--- src/rtl/fractal_sync_pkg.sv ---
// -----------------------------------------------------------------------------
// fractal_sync_pkg
// Shared types for the 1-D fractal-sync request controller.
//   req_state_e : per-port request FSM state (IDLE -> CHECK -> FWD/IDLE)
//   rf_res_e    : classified result of a local RF check
//   rf_decide() : applies the RF result priority (id error > complete >
//                 ignore > none) to the raw RF result bits
// -----------------------------------------------------------------------------
package fractal_sync_pkg;

   typedef enum logic [1:0] {
      REQ_IDLE  = 2'd0,
      REQ_CHECK = 2'd1,
      REQ_FWD   = 2'd2
   } req_state_e;

   typedef enum logic [1:0] {
      RF_NONE = 2'd0,  // first arrival, now stored in the RF
      RF_ERR  = 2'd1,  // id out of range / malformed
      RF_DONE = 2'd2,  // barrier complete (present or bypass)
      RF_DROP = 2'd3   // another port bypasses and forwards this barrier
   } rf_res_e;

   // An id error masks everything else; completion wins over ignore.
   function automatic rf_res_e rf_decide(input logic id_err,
                                         input logic present,
                                         input logic bypass,
                                         input logic ignore);
      rf_res_e res;
      if (id_err) begin
         res = RF_ERR;
      end else if (present || bypass) begin
         res = RF_DONE;
      end else if (ignore) begin
         res = RF_DROP;
      end else begin
         res = RF_NONE;
      end
      return res;
   endfunction

endpackage

--- src/rtl/fractal_sync_1d_req_ctrl_chk.sv ---
// -----------------------------------------------------------------------------
// fractal_sync_1d_req_ctrl_chk
// Elaboration-time parameter checks for the request controller.
// No ports; instantiated once by the top.
// -----------------------------------------------------------------------------
module fractal_sync_1d_req_ctrl_chk #(
   parameter int unsigned N_PORTS  = 2,
   parameter int unsigned ID_WIDTH = 2
) ();

   if (N_PORTS < 2) begin : g_bad_n_ports
      $error("fractal_sync_1d_req_ctrl: N_PORTS must be >= 2");
   end

   if (ID_WIDTH < 2) begin : g_bad_id_width
      $error("fractal_sync_1d_req_ctrl: ID_WIDTH must be >= 2");
   end

endmodule

--- src/rtl/fractal_sync_req_port.sv ---
// -----------------------------------------------------------------------------
// fractal_sync_req_port
// One request port of the 1-D fractal-sync controller. Accepts a barrier
// request, runs a single-cycle check against the local RF, then either
// forwards the completed barrier upwards, reports an id error, or drops back
// to idle.
// Ports:
//   clk_i, rst_ni                 clock, async active-low reset
//   req_valid_i/req_id_i/req_ready_o   request handshake from the child
//   rf_check_o/rf_id_o            check strobe and id to the local RF
//   rf_present_i, rf_id_err_i,
//   rf_bypass_i, rf_ignore_i      RF results, sampled in the check cycle
//   fwd_valid_o/fwd_ready_i/fwd_id_o   completed-barrier forward to parent
//   err_o/err_id_o                one-cycle id-error report (id held)
// -----------------------------------------------------------------------------
module fractal_sync_req_port
   import fractal_sync_pkg::*;
#(
   parameter int unsigned ID_WIDTH = 2
) (
   input  logic                clk_i,
   input  logic                rst_ni,
   input  logic                req_valid_i,
   input  logic [ID_WIDTH-1:0] req_id_i,
   output logic                req_ready_o,
   output logic                rf_check_o,
   output logic [ID_WIDTH-1:0] rf_id_o,
   input  logic                rf_present_i,
   input  logic                rf_id_err_i,
   input  logic                rf_bypass_i,
   input  logic                rf_ignore_i,
   output logic                fwd_valid_o,
   input  logic                fwd_ready_i,
   output logic [ID_WIDTH-1:0] fwd_id_o,
   output logic                err_o,
   output logic [ID_WIDTH-1:0] err_id_o
);

   req_state_e          state_q, state_d;
   logic [ID_WIDTH-1:0] id_q, id_d;
   logic                err_q, err_d;
   logic [ID_WIDTH-1:0] err_id_q, err_id_d;

   // Next-state, id latch and error report logic of the request FSM.
   always_comb begin
      state_d  = state_q;
      id_d     = id_q;
      err_d    = 1'b0;
      err_id_d = err_id_q;
      case (state_q)
         REQ_IDLE: begin
            if (req_valid_i) begin
               id_d    = req_id_i;
               state_d = REQ_CHECK;
            end else begin
               state_d = REQ_IDLE;
            end
         end
         REQ_CHECK: begin
            case (rf_decide(rf_id_err_i, rf_present_i, rf_bypass_i, rf_ignore_i))
               RF_ERR: begin
                  err_d    = 1'b1;
                  err_id_d = id_q;
                  state_d  = REQ_IDLE;
               end
               RF_DONE: state_d = REQ_FWD;
               RF_DROP: state_d = REQ_IDLE;
               RF_NONE: state_d = REQ_IDLE;
               default: state_d = REQ_IDLE;
            endcase
         end
         REQ_FWD: begin
            if (fwd_ready_i) begin
               state_d = REQ_IDLE;
            end else begin
               state_d = REQ_FWD;
            end
         end
         default: state_d = REQ_IDLE;
      endcase
   end

   // State, latched id and error report registers.
   always_ff @(posedge clk_i or negedge rst_ni) begin
      if (!rst_ni) begin
         state_q  <= REQ_IDLE;
         id_q     <= {ID_WIDTH{1'b0}};
         err_q    <= 1'b0;
         err_id_q <= {ID_WIDTH{1'b0}};
      end else begin
         state_q  <= state_d;
         id_q     <= id_d;
         err_q    <= err_d;
         err_id_q <= err_id_d;
      end
   end

   // All outputs come straight from registers, so nothing here depends
   // combinationally on the request or RF inputs.
   assign req_ready_o = (state_q == REQ_IDLE);
   assign rf_check_o  = (state_q == REQ_CHECK);
   assign fwd_valid_o = (state_q == REQ_FWD);
   assign rf_id_o     = id_q;
   assign fwd_id_o    = id_q;
   assign err_o       = err_q;
   assign err_id_o    = err_id_q;

endmodule

--- src/rtl/fractal_sync_1d_req_ctrl.sv ---
// -----------------------------------------------------------------------------
// fractal_sync_1d_req_ctrl
// Request controller of one 1-D fractal-sync level: N_PORTS independent
// request ports, each checking its barrier id against the local RF and
// forwarding completed barriers to the parent. Ports never interact here;
// same-cycle collisions are resolved by the RF through bypass/ignore.
// Multi-bit per-port buses are flattened, port p at [p*ID_WIDTH +: ID_WIDTH].
// Ports:
//   clk_i, rst_ni                         clock, async active-low reset
//   req_valid_i, req_id_i, req_ready_o    child requests
//   rf_check_o, rf_id_o                   local RF check strobe / id
//   rf_present_i, rf_id_err_i,
//   rf_bypass_i, rf_ignore_i              local RF results
//   fwd_valid_o, fwd_ready_i, fwd_id_o    forward to parent level
//   err_o, err_id_o                       id-error report
// -----------------------------------------------------------------------------
module fractal_sync_1d_req_ctrl
   import fractal_sync_pkg::*;
#(
   parameter int unsigned N_PORTS  = 2,
   parameter int unsigned ID_WIDTH = 2
) (
   input  logic                         clk_i,
   input  logic                         rst_ni,
   input  logic [N_PORTS-1:0]           req_valid_i,
   input  logic [N_PORTS*ID_WIDTH-1:0]  req_id_i,
   output logic [N_PORTS-1:0]           req_ready_o,
   output logic [N_PORTS-1:0]           rf_check_o,
   output logic [N_PORTS*ID_WIDTH-1:0]  rf_id_o,
   input  logic [N_PORTS-1:0]           rf_present_i,
   input  logic [N_PORTS-1:0]           rf_id_err_i,
   input  logic [N_PORTS-1:0]           rf_bypass_i,
   input  logic [N_PORTS-1:0]           rf_ignore_i,
   output logic [N_PORTS-1:0]           fwd_valid_o,
   input  logic [N_PORTS-1:0]           fwd_ready_i,
   output logic [N_PORTS*ID_WIDTH-1:0]  fwd_id_o,
   output logic [N_PORTS-1:0]           err_o,
   output logic [N_PORTS*ID_WIDTH-1:0]  err_id_o
);

   fractal_sync_1d_req_ctrl_chk #(
      .N_PORTS  (N_PORTS),
      .ID_WIDTH (ID_WIDTH)
   ) u_chk ();

   for (genvar p = 0; p < N_PORTS; p++) begin : g_port
      fractal_sync_req_port #(
         .ID_WIDTH (ID_WIDTH)
      ) u_port (
         .clk_i        (clk_i),
         .rst_ni       (rst_ni),
         .req_valid_i  (req_valid_i[p]),
         .req_id_i     (req_id_i[p*ID_WIDTH +: ID_WIDTH]),
         .req_ready_o  (req_ready_o[p]),
         .rf_check_o   (rf_check_o[p]),
         .rf_id_o      (rf_id_o[p*ID_WIDTH +: ID_WIDTH]),
         .rf_present_i (rf_present_i[p]),
         .rf_id_err_i  (rf_id_err_i[p]),
         .rf_bypass_i  (rf_bypass_i[p]),
         .rf_ignore_i  (rf_ignore_i[p]),
         .fwd_valid_o  (fwd_valid_o[p]),
         .fwd_ready_i  (fwd_ready_i[p]),
         .fwd_id_o     (fwd_id_o[p*ID_WIDTH +: ID_WIDTH]),
         .err_o        (err_o[p]),
         .err_id_o     (err_id_o[p*ID_WIDTH +: ID_WIDTH])
      );
   end

endmodule
--- config.mk ---
export PLATFORM = sky130hd
export DESIGN_NAME = fractal_sync_1d_req_ctrl
export DESIGN_NICKNAME = d
export VERILOG_FILES = /design/src/rtl/fractal_sync_pkg.sv /design/src/rtl/fractal_sync_1d_req_ctrl_chk.sv /design/src/rtl/fractal_sync_req_port.sv /design/src/rtl/fractal_sync_1d_req_ctrl.sv
export SDC_FILE = /design/constraint.sdc
export NUM_CORES = 1
export LEC_CHECK = 0
export CAP_MARGIN = 20
export CELL_PAD_IN_SITES_DETAIL_PLACEMENT = 0
export CELL_PAD_IN_SITES_GLOBAL_PLACEMENT = 2
export CORE_MARGIN = 2
export CORE_UTILIZATION = 24
export DETAILED_ROUTE_END_ITERATION = 10
export PLACE_DENSITY_LB_ADDON = 0.1
export SYNTH_ARGS = -nofsm -noshare
export SYNTH_HDL_FRONTEND = slang
export SYNTH_SLANG_ARGS = --single-unit
--- constraint.sdc ---
create_clock -name clk_i -period 1.8 [get_ports clk_i]
set_input_delay 0.54 -clock clk_i [delete_from_list [all_inputs] [get_ports clk_i]]
set_output_delay 0.54 -clock clk_i [all_outputs]
set_load 0.02 [all_outputs]
==> flow_metrics.py <==
metrics = {
    "global_routing": {
        "grt_max_degree": 15,
        "antenna_found_initial": 0,
        "grt_pass1_vias": 511,
        "grt_overflow_total": 0,
        "grt_pass1_wl_mm": 2.37,
        "grtUsageTotal": 0.0957,
    },
    "synthesis": {
        "synth_compound_area_frac": 0.0421,
        "synthAdderAreaFrac": 0,
        "synth.ff_latch_count": 14,
        "avgSynthCellArea_um2": 12.9,
        "synth.mux.area_fraction": 0.143,
        "ys_seq_area_frac": 0.513,
        "syn_inst": 53,
        "syn_nets": 71,
        "ys_warn_count": 0,
        "yosys.area_share.simple": 0.143,
        "synthXorXnorAreaFrac": 0,
        "yosysUniqueCellTypes": 15,
        "syn_area_um2": 683,
        "synth_top_family_by_area": "buffers and inverters",
    },
    "power_and_ir_drop": {
        "clkPwrFrac": 0.191,
        "vdd_drop_max_mv": 0.536,
        "power_frac_seq": 0.392,
        "p_int_mw": 0.761,
        "comb_power_share": 0.417,
        "switching_power_mw": 0.385,
        "power.leakage_nw": 0.548,
        "p_per_area_nw_per_um2": 1110,
        "swShare": 0.336,
    },
    "worst_setup_path": {
        "worst_setup_path_end_kind": "primary output",
        "path_class": "register to primary output",
        "crit_path_start_kind": "register",
        "crit_arrival_ns": 1.19,
        "crit_fanout": 4,
        "r2r_slack_ns": 0.53,
        "cp.required_ns": 1.26,
    },
    "clocking": {
        "cts_root_buf": "clkbuf_4",
        "cts_sinks": 14,
        "clk-insertion-delay-late_ns": 0.27,
        "post_cts_buffers": 0,
        "htree_levels": 1,
        "clk_pin_slew_ns": 0.08,
        "clock_tree.buffer_depth": 2,
        "cts_buffers": 3,
        "cts_tree": "done",
        "cts_hold_buffers": 0,
    },
    "cells_and_area": {
        "final_area_um2": 1030,
        "final_layout_size_suffix_gt1_frac": 0.190,
        "antenna_cells": 0,
        "area_growth_pct": 51.5,
        "final_nets": 103,
        "stdcell_count": 115,
    },
    "sta": {
        "final.setup.tns_ns": 0,
        "skew_ns": 0.00296,
        "tightest_slew_ns": 0.244,
        "setup-violations-final": 0,
        "drv_slew": 0,
        "hold_violations": 0,
        "fin_crit_sh": 0.962,
        "fmax_mhz": 577,
        "rsz0062_at_grt": "no",
        "hold_slack_ns": 0.506,
        "slew_headroom": 0.837,
        "finalCriticalPeriod_ns": 1.73,
    },
    "die": {
        "die_y_um": 57.4,
        "row_count": 19,
        "die_area_um2": 3290,
        "ios": 38,
        "die_w_um": 57.4,
        "core_area_um2": 2730,
        "start_util": 0.250,
    },
    "drt": {
        "wl_per_cell_um": 11.3,
        "num_vias": 462,
        "drc": 0,
        "vias_per_cell": 4.02,
        "routed_wl_mm": 1.30,
        "drtAntennaViolNets": 0,
        "drt-initial-drc-count": 1,
        "drtPass1Iterations": 2,
    },
    "place": {
        "dp_cells": 111,
        "placed_area_um2": 1010,
        "io_buffer_count": 35,
        "routabilityCongestion": 0.631,
        "dp_hpwl_mm": 1.05,
    },
    "job": {
        "maxCapViolCount": 0,
    },
    "hold_path": {
        "hold_class": "register to register",
    },
    "outcome": {
        "outcome": "finished clean",
    },
}
[per-stage QoR]
step / total power [mW] / utilization / setup slack, ns
after floorplan: 0.768 / - / 0.481
after global placement: 1.01 / 0.370 / 0.0528
after detailed placement: 1.01 / 0.370 / 0.0601
after CTS: 1.18 / 0.377 / 0.000597
after global routing: 1.23 / 0.378 / 0.00259
final: 1.15 / 0.378 / 0.0677
[routing by layer]
metal	routed length, µm	track usage
met3	103	0.0363
met5	0	0
met4	21	0.0498
met2	621	0.161
met1	551	0.104
[state kept, by name (all words and copies together), names as in the netlist]
register and count:
g_port.u_port.err_o 2, g_port.u_port.err_id_o 4, g_port.u_port.state_q 4, g_port.u_port.fwd_id_o 4
[power groups by stage]
| stage | Combinational [mW] | Clock, mW | Sequential (mW) |
|---|---|---|---|
| final | 0.478 | 0.219 | 0.449 |
| after floorplan | 0.227 | 0 | 0.541 |
| after CTS | 0.493 | 0.231 | 0.455 |
| after global placement | 0.544 | 0 | 0.462 |
| after global routing | 0.510 | 0.246 | 0.469 |
| after detailed placement | 0.545 | 0 | 0.462 |
[cell usage in the layout (no fill, tap or decap), types with 2 or more instances in the layout]
cell              n
dlygate4sd2_1    11
clkbuf_4          3
mux2_4            2
dfrtp_1          14
clkdlybuf4s15_1   2
nor2b_1           4
clkdlybuf4s50_1  16
clkbuf_2          2
inv_1             5
nor2_1            2
mux2_1            6
buf_4             4
dlymetal6s2s_1    4
[final timing paths]
| check | startpoint | endpoint | cells past startpoint |
|---|---|---|---|
| max | g_port[1].u_port.state_q[0] | rf_check_o[1] | 2 |
| min | g_port[0].u_port.err_id_o[0] | g_port[0].u_port.err_id_o[0] | 1 |
| max reg2reg | g_port[1].u_port.state_q[1] | g_port[1].u_port.fwd_id_o[0] | 3 |
| min reg2reg | g_port[0].u_port.err_id_o[0] | g_port[0].u_port.err_id_o[0] | 1 |
| max in group asynchronous | rst_ni | g_port[0].u_port.err_o | 2 |
| min in group asynchronous | rst_ni | g_port[1].u_port.state_q[0] | 2 |
[layout make-up]
cell class                      count  area, µm²
Tap cell                           31       38.8
Clock buffer                        4       36.3
Multi-Input combinational cell     22        224
Inverter                            5       18.8
Fill cell                         290       1700
Sequential cell                    14        350
Timing Repair Buffer               39        367
[critical path, cell delays in order (launching register included)]
cell and delay, ns:
dfrtp_1 0.40, nor2b_1 0.19, clkdlybuf4s15_1 0.33
[synth_stat cells]
cell type,n,area [µm²]
a22o_1,1,8.76
a32o_1,1,10.0
buf_4,12,90.1
dfrtp_1,14,350
inv_1,5,18.8
mux2_1,6,67.6
mux2_4,2,30.0
nand3b_1,1,7.51
nand3b_4,1,20.0
nor2_1,2,7.51
nor2b_1,4,25.0
nor3b_2,1,12.5
nor3b_4,1,18.8
o21ba_1,1,10.0
or2_2,1,6.26
[cell families (layout without fill, tap and decap cells)]
family / Yosys count / in the layout
flip-flops: 14 / 14
multiplexers: 8 / 8
buffers and inverters: 17 / 48
AO/OA/AOI/OAI: 3 / 3
AND/OR/NAND/NOR: 11 / 11
[timing repair]
action                     in CTS  in global routing
resized for setup              15                 10
gates cloned                    0                  0
setup endpoints to repair      15                  8
Note: power is estimated with default switching activity, not from simulation.
